`config.mk`:
```
export PLATFORM = sky130hd
export DESIGN_NAME = dlwc_loop_sequencer_flat
export DESIGN_NICKNAME = d
export VERILOG_FILES = /design/src/rtl/dlwc_loop_sequencer_if.sv /design/src/rtl/dlwc_loop_sequencer.sv /design/src/flat_wrapper.sv
export SDC_FILE = /design/constraint.sdc
export NUM_CORES = 1
export LEC_CHECK = 0
export BUFFER_PORTS_ARGS = -buffer_cell sky130_fd_sc_hd__clkbuf_2
export CORE_MARGIN = 4
export CORE_UTILIZATION = 30
export DETAILED_ROUTE_END_ITERATION = 8
export GPL_ROUTABILITY_DRIVEN = 1
export GPL_TIMING_DRIVEN = 0
export PLACE_DENSITY_LB_ADDON = 0.2
export SETUP_SLACK_MARGIN = 0.2
export SYNTH_ARGS = -nofsm -noshare
export SYNTH_HDL_FRONTEND = slang
export SYNTH_SLANG_ARGS = --single-unit
```
`constraint.sdc`:
```
create_clock -name clk -period 4.95 [get_ports clk]
set_clock_uncertainty 0.2 [all_clocks]
set_input_delay 0.7425 -clock clk [delete_from_list [all_inputs] [get_ports clk]]
set_output_delay 0.7425 -clock clk [all_outputs]
set_load 0.1 [all_outputs]
```
`src/rtl/dlwc_loop_sequencer_if.sv`:
```
// Command/result bundle for dlwc_loop_sequencer. The status fields exist only
// when DLWC_SEQ_STATUS_EN is defined.
interface dlwc_loop_sequencer_if #(
    parameter int DW = 8,
    parameter int CW = 4
);
    // Both channels use valid/ready: a transfer happens on a rising clk edge
    // where valid and ready are both high. start_ready is high only in IDLE.
    logic          start_valid;
    logic          start_ready;
    logic [CW-1:0] cmd_limit;
    logic [CW-1:0] cmd_break_at;
    logic [CW-1:0] cmd_continue_at;
    logic [DW-1:0] cmd_data;
    logic          busy;
    logic          out_valid;
    logic          out_ready;
    logic [DW-1:0] out_sum;
`ifdef DLWC_SEQ_STATUS_EN
    logic [1:0]    exit_cause;
    logic [CW:0]   iter_count;
`endif

    modport master (
        output start_valid, cmd_limit, cmd_break_at, cmd_continue_at, cmd_data, out_ready,
        input  start_ready, busy, out_valid, out_sum
`ifdef DLWC_SEQ_STATUS_EN
        , input exit_cause, iter_count
`endif
    );

    modport slave (
        input  start_valid, cmd_limit, cmd_break_at, cmd_continue_at, cmd_data, out_ready,
        output start_ready, busy, out_valid, out_sum
`ifdef DLWC_SEQ_STATUS_EN
        , output exit_cause, iter_count
`endif
    );
endinterface

```
`src/rtl/dlwc_loop_sequencer.sv`:
```
// Break/continue loop-accumulate sequencer: one loop iteration per clock.
// Optional status outputs (exit_cause, iter_count) under DLWC_SEQ_STATUS_EN.
module dlwc_loop_sequencer #(
    parameter int DW = 8,
    parameter int CW = 4
) (
    input  logic                 clk,
    input  logic                 rst_n,
    dlwc_loop_sequencer_if.slave bus,
    output logic [1:0]           dbg_state_o
);
    typedef enum logic [1:0] {
        ST_IDLE = 2'd0,
        ST_RUN  = 2'd1,
        ST_DONE = 2'd2
    } state_e;

    state_e        state_q, state_d;
    logic [CW:0]   i_q, i_d;
    logic [DW-1:0] sum_q, sum_d;
    logic [CW-1:0] limit_q, limit_d;
    logic [CW-1:0] brk_q, brk_d;
    logic [CW-1:0] cont_q, cont_d;
    logic [DW-1:0] data_q, data_d;
`ifdef DLWC_SEQ_STATUS_EN
    logic [1:0]    cause_q, cause_d;
    logic [CW:0]   cnt_q, cnt_d;
`endif

    always_ff @(posedge clk or negedge rst_n) begin
        if (!rst_n) begin
            state_q <= ST_IDLE;
            i_q     <= '0;
            sum_q   <= '0;
            limit_q <= '0;
            brk_q   <= '0;
            cont_q  <= '0;
            data_q  <= '0;
`ifdef DLWC_SEQ_STATUS_EN
            cause_q <= '0;
            cnt_q   <= '0;
`endif
        end else begin
            state_q <= state_d;
            i_q     <= i_d;
            sum_q   <= sum_d;
            limit_q <= limit_d;
            brk_q   <= brk_d;
            cont_q  <= cont_d;
            data_q  <= data_d;
`ifdef DLWC_SEQ_STATUS_EN
            cause_q <= cause_d;
            cnt_q   <= cnt_d;
`endif
        end
    end

    always_comb begin
        state_d = state_q;
        i_d     = i_q;
        sum_d   = sum_q;
        limit_d = limit_q;
        brk_d   = brk_q;
        cont_d  = cont_q;
        data_d  = data_q;
`ifdef DLWC_SEQ_STATUS_EN
        cause_d = cause_q;
        cnt_d   = cnt_q;
`endif
        unique case (state_q)
            ST_IDLE: begin
                if (bus.start_valid) begin
                    limit_d = bus.cmd_limit;
                    brk_d   = bus.cmd_break_at;
                    cont_d  = bus.cmd_continue_at;
                    data_d  = bus.cmd_data;
                    sum_d   = '0;
                    i_d     = '0;
                    state_d = ST_RUN;
                end
            end
            ST_RUN: begin
                // Limit check comes first so break/continue indices at or past
                // the limit can never fire; i is one bit wider to avoid wrap.
                if (i_q >= {1'b0, limit_q}) begin
                    state_d = ST_DONE;
`ifdef DLWC_SEQ_STATUS_EN
                    cause_d = (limit_q == '0) ? 2'b10 : 2'b00;
                    cnt_d   = i_q;
`endif
                end else if (i_q == {1'b0, brk_q}) begin
                    sum_d   = sum_q | data_q;
                    state_d = ST_DONE;
`ifdef DLWC_SEQ_STATUS_EN
                    cause_d = 2'b01;
                    cnt_d   = i_q + (CW+1)'(1);
`endif
                end else begin
                    if (i_q == {1'b0, cont_q}) begin
                        sum_d = sum_q + DW'(limit_q);
                    end else begin
                        case (i_q[1:0])
                            2'b00:   sum_d = sum_q + data_q;
                            2'b01:   sum_d = sum_q ^ data_q;
                            2'b10:   sum_d = sum_q & data_q;
                            default: sum_d = sum_q | data_q;
                        endcase
                    end
                    i_d = i_q + (CW+1)'(1);
                end
            end
            ST_DONE: begin
                if (bus.out_ready) state_d = ST_IDLE;
            end
            default: state_d = ST_IDLE;
        endcase
    end

    assign bus.start_ready = (state_q == ST_IDLE);
    assign bus.busy        = (state_q == ST_RUN);
    assign bus.out_valid   = (state_q == ST_DONE);
    assign bus.out_sum     = sum_q;
`ifdef DLWC_SEQ_STATUS_EN
    assign bus.exit_cause  = cause_q;
    assign bus.iter_count  = cnt_q;
`endif
    assign dbg_state_o     = state_q;
endmodule

```
`src/flat_wrapper.sv`:
```
// flat-port wrapper written by rule: the top's interface ports become plain ports
module dlwc_loop_sequencer_flat 
#(
    parameter int DW = 8,
    parameter int CW = 4
)
  (clk, rst_n, dbg_state_o, bus_start_valid, bus_cmd_limit, bus_cmd_break_at, bus_cmd_continue_at, bus_cmd_data, bus_out_ready, bus_start_ready, bus_busy, bus_out_valid, bus_out_sum);
  dlwc_loop_sequencer_if #(.DW(DW), .CW(CW)) bus_i ();
  input  logic clk;
  input  logic rst_n;
  output logic [1:0] dbg_state_o;
  input wire logic [$bits(bus_i.start_valid)-1:0] bus_start_valid;
  input wire logic [$bits(bus_i.cmd_limit)-1:0] bus_cmd_limit;
  input wire logic [$bits(bus_i.cmd_break_at)-1:0] bus_cmd_break_at;
  input wire logic [$bits(bus_i.cmd_continue_at)-1:0] bus_cmd_continue_at;
  input wire logic [$bits(bus_i.cmd_data)-1:0] bus_cmd_data;
  input wire logic [$bits(bus_i.out_ready)-1:0] bus_out_ready;
  output wire logic [$bits(bus_i.start_ready)-1:0] bus_start_ready;
  output wire logic [$bits(bus_i.busy)-1:0] bus_busy;
  output wire logic [$bits(bus_i.out_valid)-1:0] bus_out_valid;
  output wire logic [$bits(bus_i.out_sum)-1:0] bus_out_sum;
  assign bus_i.start_valid = bus_start_valid;
  assign bus_i.cmd_limit = bus_cmd_limit;
  assign bus_i.cmd_break_at = bus_cmd_break_at;
  assign bus_i.cmd_continue_at = bus_cmd_continue_at;
  assign bus_i.cmd_data = bus_cmd_data;
  assign bus_i.out_ready = bus_out_ready;
  assign bus_start_ready = bus_i.start_ready;
  assign bus_busy = bus_i.busy;
  assign bus_out_valid = bus_i.out_valid;
  assign bus_out_sum = bus_i.out_sum;
  dlwc_loop_sequencer #(.DW(DW), .CW(CW)) u_core (.clk(clk), .rst_n(rst_n), .bus(bus_i), .dbg_state_o(dbg_state_o));
endmodule
```
== Word-level counts from Yosys, hierarchy flattened ==
Cells that the tools add are included.
Widths: inputs -> output; s select.

* Register bits: 35
* Bits in latches: 0
* Bits in writable memories: 0
* ROM bits: 0
* Bits of input ports: 24
* Memories kept: 0

* Add/subtract/negate cells: 3
* $mul: 0
* Divide/modulo/power cells: 0
* Order comparisons: 1
* Eq/ne operators: 11
* Shift-type cells: 0
* Muxes and demuxes: 15
* Bitwise logic cells: 3
* Reduce and logical (&&, ||, !) cells: 7

{| class="wikitable"
|+ Operators with widths
! cell !! number
|-
| $mux 8 || 4
|-
| $pmux 8 s3 || 1
|-
| $pmux 8 s2 || 1
|-
| $mux 5 || 3
|-
| $eq 5x4->1 || 2
|-
| $pmux 5 s2 || 1
|-
| $add 8x4->8 || 1
|-
| $add 8x8->8 || 1
|-
| $and 8x8->8 || 1
|-
| $mux 2 || 4
|-
| $ne 2x2->1 const B || 4
|-
| $or 8x8->8 || 1
|-
| $xor 8x8->8 || 1
|-
| $pmux 2 s3 || 1
|-
| $reduce_and 3->1 || 2
|-
| $add 5x1->5 const B || 1
|-
| $ge 5x4->1 || 1
|-
| $eq 2x1->1 const B || 2
|-
| $eq 2x2->1 const B || 2
|-
| $logic_not 2->1 || 2
|-
| $reduce_and 4->1 || 1
|-
| $ne 3x1->1 const B || 1
|-
| $reduce_and 2->1 || 1
|-
| $reduce_bool 2->1 || 1
|}

== Longest topological paths before layout ==
* Word-level depth: 6
* Depth in mapped cells: 9

== Least setup slack after synthesis ==
No wires, ideal clock.

* Kind: reg2reg
* From: register u_core.state_q[0] (netlist: u_core.dbg_state_o[0])
* To: register u_core.i_q[3]
* Arrival: 3.467 ns
* Data required time: 4.671 ns
* Setup slack: 1.203 ns
* Cell stages (with the launch flop): 6
* Path buffers: 0
* Period minus slack after synthesis: 3.747 ns
* Cells stage by stage: dfrtp_1 > nor2b_1 > o21ai_2 > nor2_4 > and4_1 > mux2i_1

* Word-level cells in the longest chain between the ends: 3
* Elaborated cells between the ends (all ways): 8
* Those cells by class: eq/ne: 4; mux: 1; reduce/logical: 3

{| class="wikitable"
|+ Ends and longest elaborated chain
! what !! RTL line !! RTL
|-
| start: declaration || dlwc_loop_sequencer.sv:18 || <nowiki>state_e state_q, state_d;</nowiki>
|-
| start signal: assignment || dlwc_loop_sequencer.sv:44 || <nowiki>state_q <= state_d;</nowiki>
|-
| $eq 2x1->1 (*) || n/a ||
|-
| named net bus_busy || flat_wrapper.sv:19 || <nowiki>output wire logic [$bits(bus_i.busy)-1:0] bus_busy;</nowiki>
|-
| $ne 2x2->1 (no source line) / $reduce_bool 2->1 (equally long branches) || n/a ||
|-
| $reduce_and 4->1 (no source line) || n/a ||
|-
| end signal: assignment || dlwc_loop_sequencer.sv:45 || <nowiki>i_q <= i_d;</nowiki>
|-
| end: declaration || dlwc_loop_sequencer.sv:19 || <nowiki>logic [CW:0] i_q, i_d;</nowiki>
|}

Mark *: on every way through the listed nets, which the timed path passes. The rest lies on a longest branch.
A chain may end at the register's enable or synchronous reset.

== Final worst setup path ==
* From: register u_core.sum_q[1] (netlist: u_core.bus.out_sum[1])
* To: register u_core.sum_q[7] (netlist: u_core.bus.out_sum[7])

* Word-level cells in the longest chain between the ends: 6
* Elaborated cells between the ends (all ways): 7
* Those cells by class: add/sub: 2; mux: 5

{| class="wikitable"
|+ Ends and longest elaborated chain
! what !! RTL line !! RTL
|-
| start: declaration || dlwc_loop_sequencer.sv:20 || <nowiki>logic [DW-1:0] sum_q, sum_d;</nowiki>
|-
| start signal: assignment || dlwc_loop_sequencer.sv:46 || <nowiki>sum_q <= sum_d;</nowiki>
|-
| $add 8x8->8 || dlwc_loop_sequencer.sv:103 || <nowiki>2'b00: sum_d = sum_q + data_q;</nowiki>
|-
| $pmux 8 s3 || dlwc_loop_sequencer.sv:102 || <nowiki>case (i_q[1:0])</nowiki>
|-
| $mux 8 (*) || dlwc_loop_sequencer.sv:99 || <nowiki>if (i_q == {1'b0, cont_q}) begin</nowiki>
|-
| $mux 8 (*) || dlwc_loop_sequencer.sv:91 || <nowiki>end else if (i_q == {1'b0, brk_q}) begin</nowiki>
|-
| $mux 8 (*) || dlwc_loop_sequencer.sv:85 || <nowiki>if (i_q >= {1'b0, limit_q}) begin</nowiki>
|-
| $pmux 8 s2 (*) || dlwc_loop_sequencer.sv:70 || <nowiki>unique case (state_q)</nowiki>
|}

Mark *: on every way between the ends. The rest lies on a longest branch, timed or not. The select of a mux whose other input is x is not followed.

==> impl_metrics.toml <==
[outcome]
status = "finished clean"

[placement]
io_buffer_count = 36
gp_congestion = 0.859
hpwl_um = 5090

[timing]
finalSetupViolCount = 0
fin_crit_sh = 0.541
fin_crit_ns = 2.68
rsz0062_at_grt = "no"
relSlewSlack = 0.358
tns_ns = 0
finalHoldViolCount = 0
finalMaxSlewViolations = 0
max_freq_ghz = 0.373
tightestPinTransition_ns = 0.963

[floorplan]
die_x_um = 99.6
rows = 33
initial_core_util = 0.308
die_area_mm2 = 0.00991
core_area_mm2 = 0.00818
die_y_um = 99.6
pin_count = 37

[global_routing]
grt_max_degree = 36
grt_pass1_wl_um = 11600
grt_usage = 0.149
grt_pass1_vias = 2269
overflow = 0
antenna_found_initial = 0

[worst_setup_path]
required_ns = 4.94
worstSetupStartpointType = "flop"
path_buf_inv = 1
r2r_cells = 8
cp.arrival_ns = 2.67
cp_cell_sequence = "inv_1 > ha_1 > a211o_1 > a2111oi_0 > nor3_1 > xor2_1 > a21oi_1 > o31ai_1"
crit_cells = 8
critPathTopFamily = "compound AO/OA/AOI/OAI gates"
crit_path_top_delay_cell = "dfrtp_1"
path_class = "reg2reg"
crit_fanout = 6
rrSetupSlack_ns = 2.27
slowest_delay_ns = 0.50
cp-end-kind = "flop"

[synth]
ys_types = 51
synthTopCellsByArea = "dfrtp_1 (35%), ha_1 (14%), nand2_1 (7.6%), o21ai_0 (4.8%), xnor2_1 (4.2%)"
synth_flop_cell = "dfrtp_1"
ys_ff_latch = 35
synthCells = 284
synthArstFlopShare = 1.00
synth_top_cell_by_area = "dfrtp_1"
ys_warn_count = 0
synth_edf_count = 0
syn-cell-area_mm2 = 0.00251
yosysTopAreaCellShare = 0.348
yosysSeqAreaShare = 0.348
syn_avg_cell_area_um2 = 8.86
synth_nets = 338

[cts]
path_clk_slew_ns = 0.08
h-tree-depth = 2
cts_tree = "done"
cts_buffers = 5
insertion_delay_ns = 0.29
cts.repair.resized = 0
ctsHoldBuffers = 0
cts_buffer_depth = 2
clock_sinks = 35
root_buffer = "clkbuf_8"
postCtsSetupBuffers = 0

[cells_and_area]
final_core_util = 0.359
fillers = 885
layout_common_cells = "nand2_1 (51), clkbuf_2 (36), dfrtp_1 (35), ha_1 (28), inv_1 (25)"
antenna_cells = 0
seq_area_um2 = 876
final_common_cell = "nand2_1"
layout-drive-gt1-share = 0.156
multiInputGateArea_mm2 = 0.00150
fin_nets = 381
area_growth_syn_to_layout_pct = 16.6

[routing]
drc_errors = 0
drt-total-wl_um = 7130
drt-initial-drc-count = 89
via_per_inst = 5.08
vias = 2196
first_pass_iters = 4
wire_per_inst_um = 16.5
postRouteAntennaNets = 0

[min_path]
hold_class = "reg2reg"
min_path_cells = 2

[job]
cap_violations = 0
[tightest hold or removal path: cells and delay by family (launching register included)]
kind,cells,cell delay [ns]
DFF,1,0.36
and+or+nand+nor,2,0.12
[area by class of cell]
type | instances | area share
Multi-Input combinational cell | 214 | 0.512
Sequential cell | 35 | 0.299
Timing Repair Buffer | 36 | 0.0614
Inverter | 25 | 0.0320
Clock buffer | 5 | 0.0235
Tap cell | 105 | 0.0448
Buffer | 10 | 0.0154
Clock inverter | 2 | 0.0128
[cells in the mapped netlist, types with 2 or more instances]
| library cell | instances |
|---|---|
| nand4_1 | 2 |
| o211ai_1 | 2 |
| a31oi_1 | 3 |
| xor2_1 | 7 |
| o31ai_1 | 3 |
| mux2i_1 | 3 |
| dfrtp_1 | 35 |
| and3_1 | 2 |
| nor2b_1 | 3 |
| clkbuf_1 | 8 |
| nand3_1 | 3 |
| o21a_1 | 3 |
| fa_1 | 2 |
| a31o_2 | 2 |
| a221oi_1 | 7 |
| ha_1 | 28 |
| nand2_1 | 51 |
| a311oi_1 | 2 |
| nor2_1 | 7 |
| a21o_1 | 5 |
| xnor2_1 | 12 |
| a211oi_1 | 2 |
| inv_1 | 25 |
| nor3_1 | 5 |
| o21ai_0 | 24 |
| a21oi_1 | 13 |
[cell families (layout without fill, tap and decap cells)]
kind of cell / Yosys count / count (layout) / share of synthesized area
xor+xnor: 19 / 19 / 0.0662
flops: 35 / 35 / 0.348
simple gates: 82 / 82 / 0.149
fa+ha+maj: 30 / 30 / 0.155
mux: 3 / 3 / 0.0119
compound gates: 80 / 80 / 0.214
buf+inv: 35 / 78 / 0.0552
[registers in the layout, indices dropped and copies added, names as in the netlist]
name                cells
u_core.i_q              5
u_core.limit_q          4
u_core.bus.out_sum      8
u_core.dbg_state_o      2
u_core.data_q           8
u_core.cont_q           4
u_core.brk_q            4
[per-stage QoR]
stage	std cells	setup slack [ns]	hold WS [ns]	cell area (µm²)
4_1_cts	432	2.26	0.309	2930
3_5_place_dp	425	2.32	0.289	2830
2_1_floorplan	284	1.20	0.247	2510
6_report	432	2.27	0.300	2930
5_1_grt	432	2.04	0.335	2930
3_3_place_gp	425	2.30	0.284	2830
[per-layer routing]
layer | vias up | track usage | part of all wire
met5 | - | 0 | 0
li1 | 1083 | - | -
met4 | 0 | 0.0399 | 0.011
met3 | 6 | 0.0288 | 0.044
met1 | 1055 | 0.203 | 0.49
met2 | 52 | 0.243 | 0.46
[worst paths after layout]
check / from / end
max: u_core.bus.out_sum[1] / u_core.bus.out_sum[7]
min: u_core.cont_q[2] / u_core.cont_q[2]
max reg2reg: u_core.bus.out_sum[1] / u_core.bus.out_sum[7]
min reg2reg: u_core.cont_q[2] / u_core.cont_q[2]
max in group asynchronous: rst_n / u_core.data_q[5]
min in group asynchronous: rst_n / u_core.bus.out_sum[1]
Power is left out: the tool's default activity adds up to more than one toggle a clock period on the data nets, which glitch-free logic cannot reach.
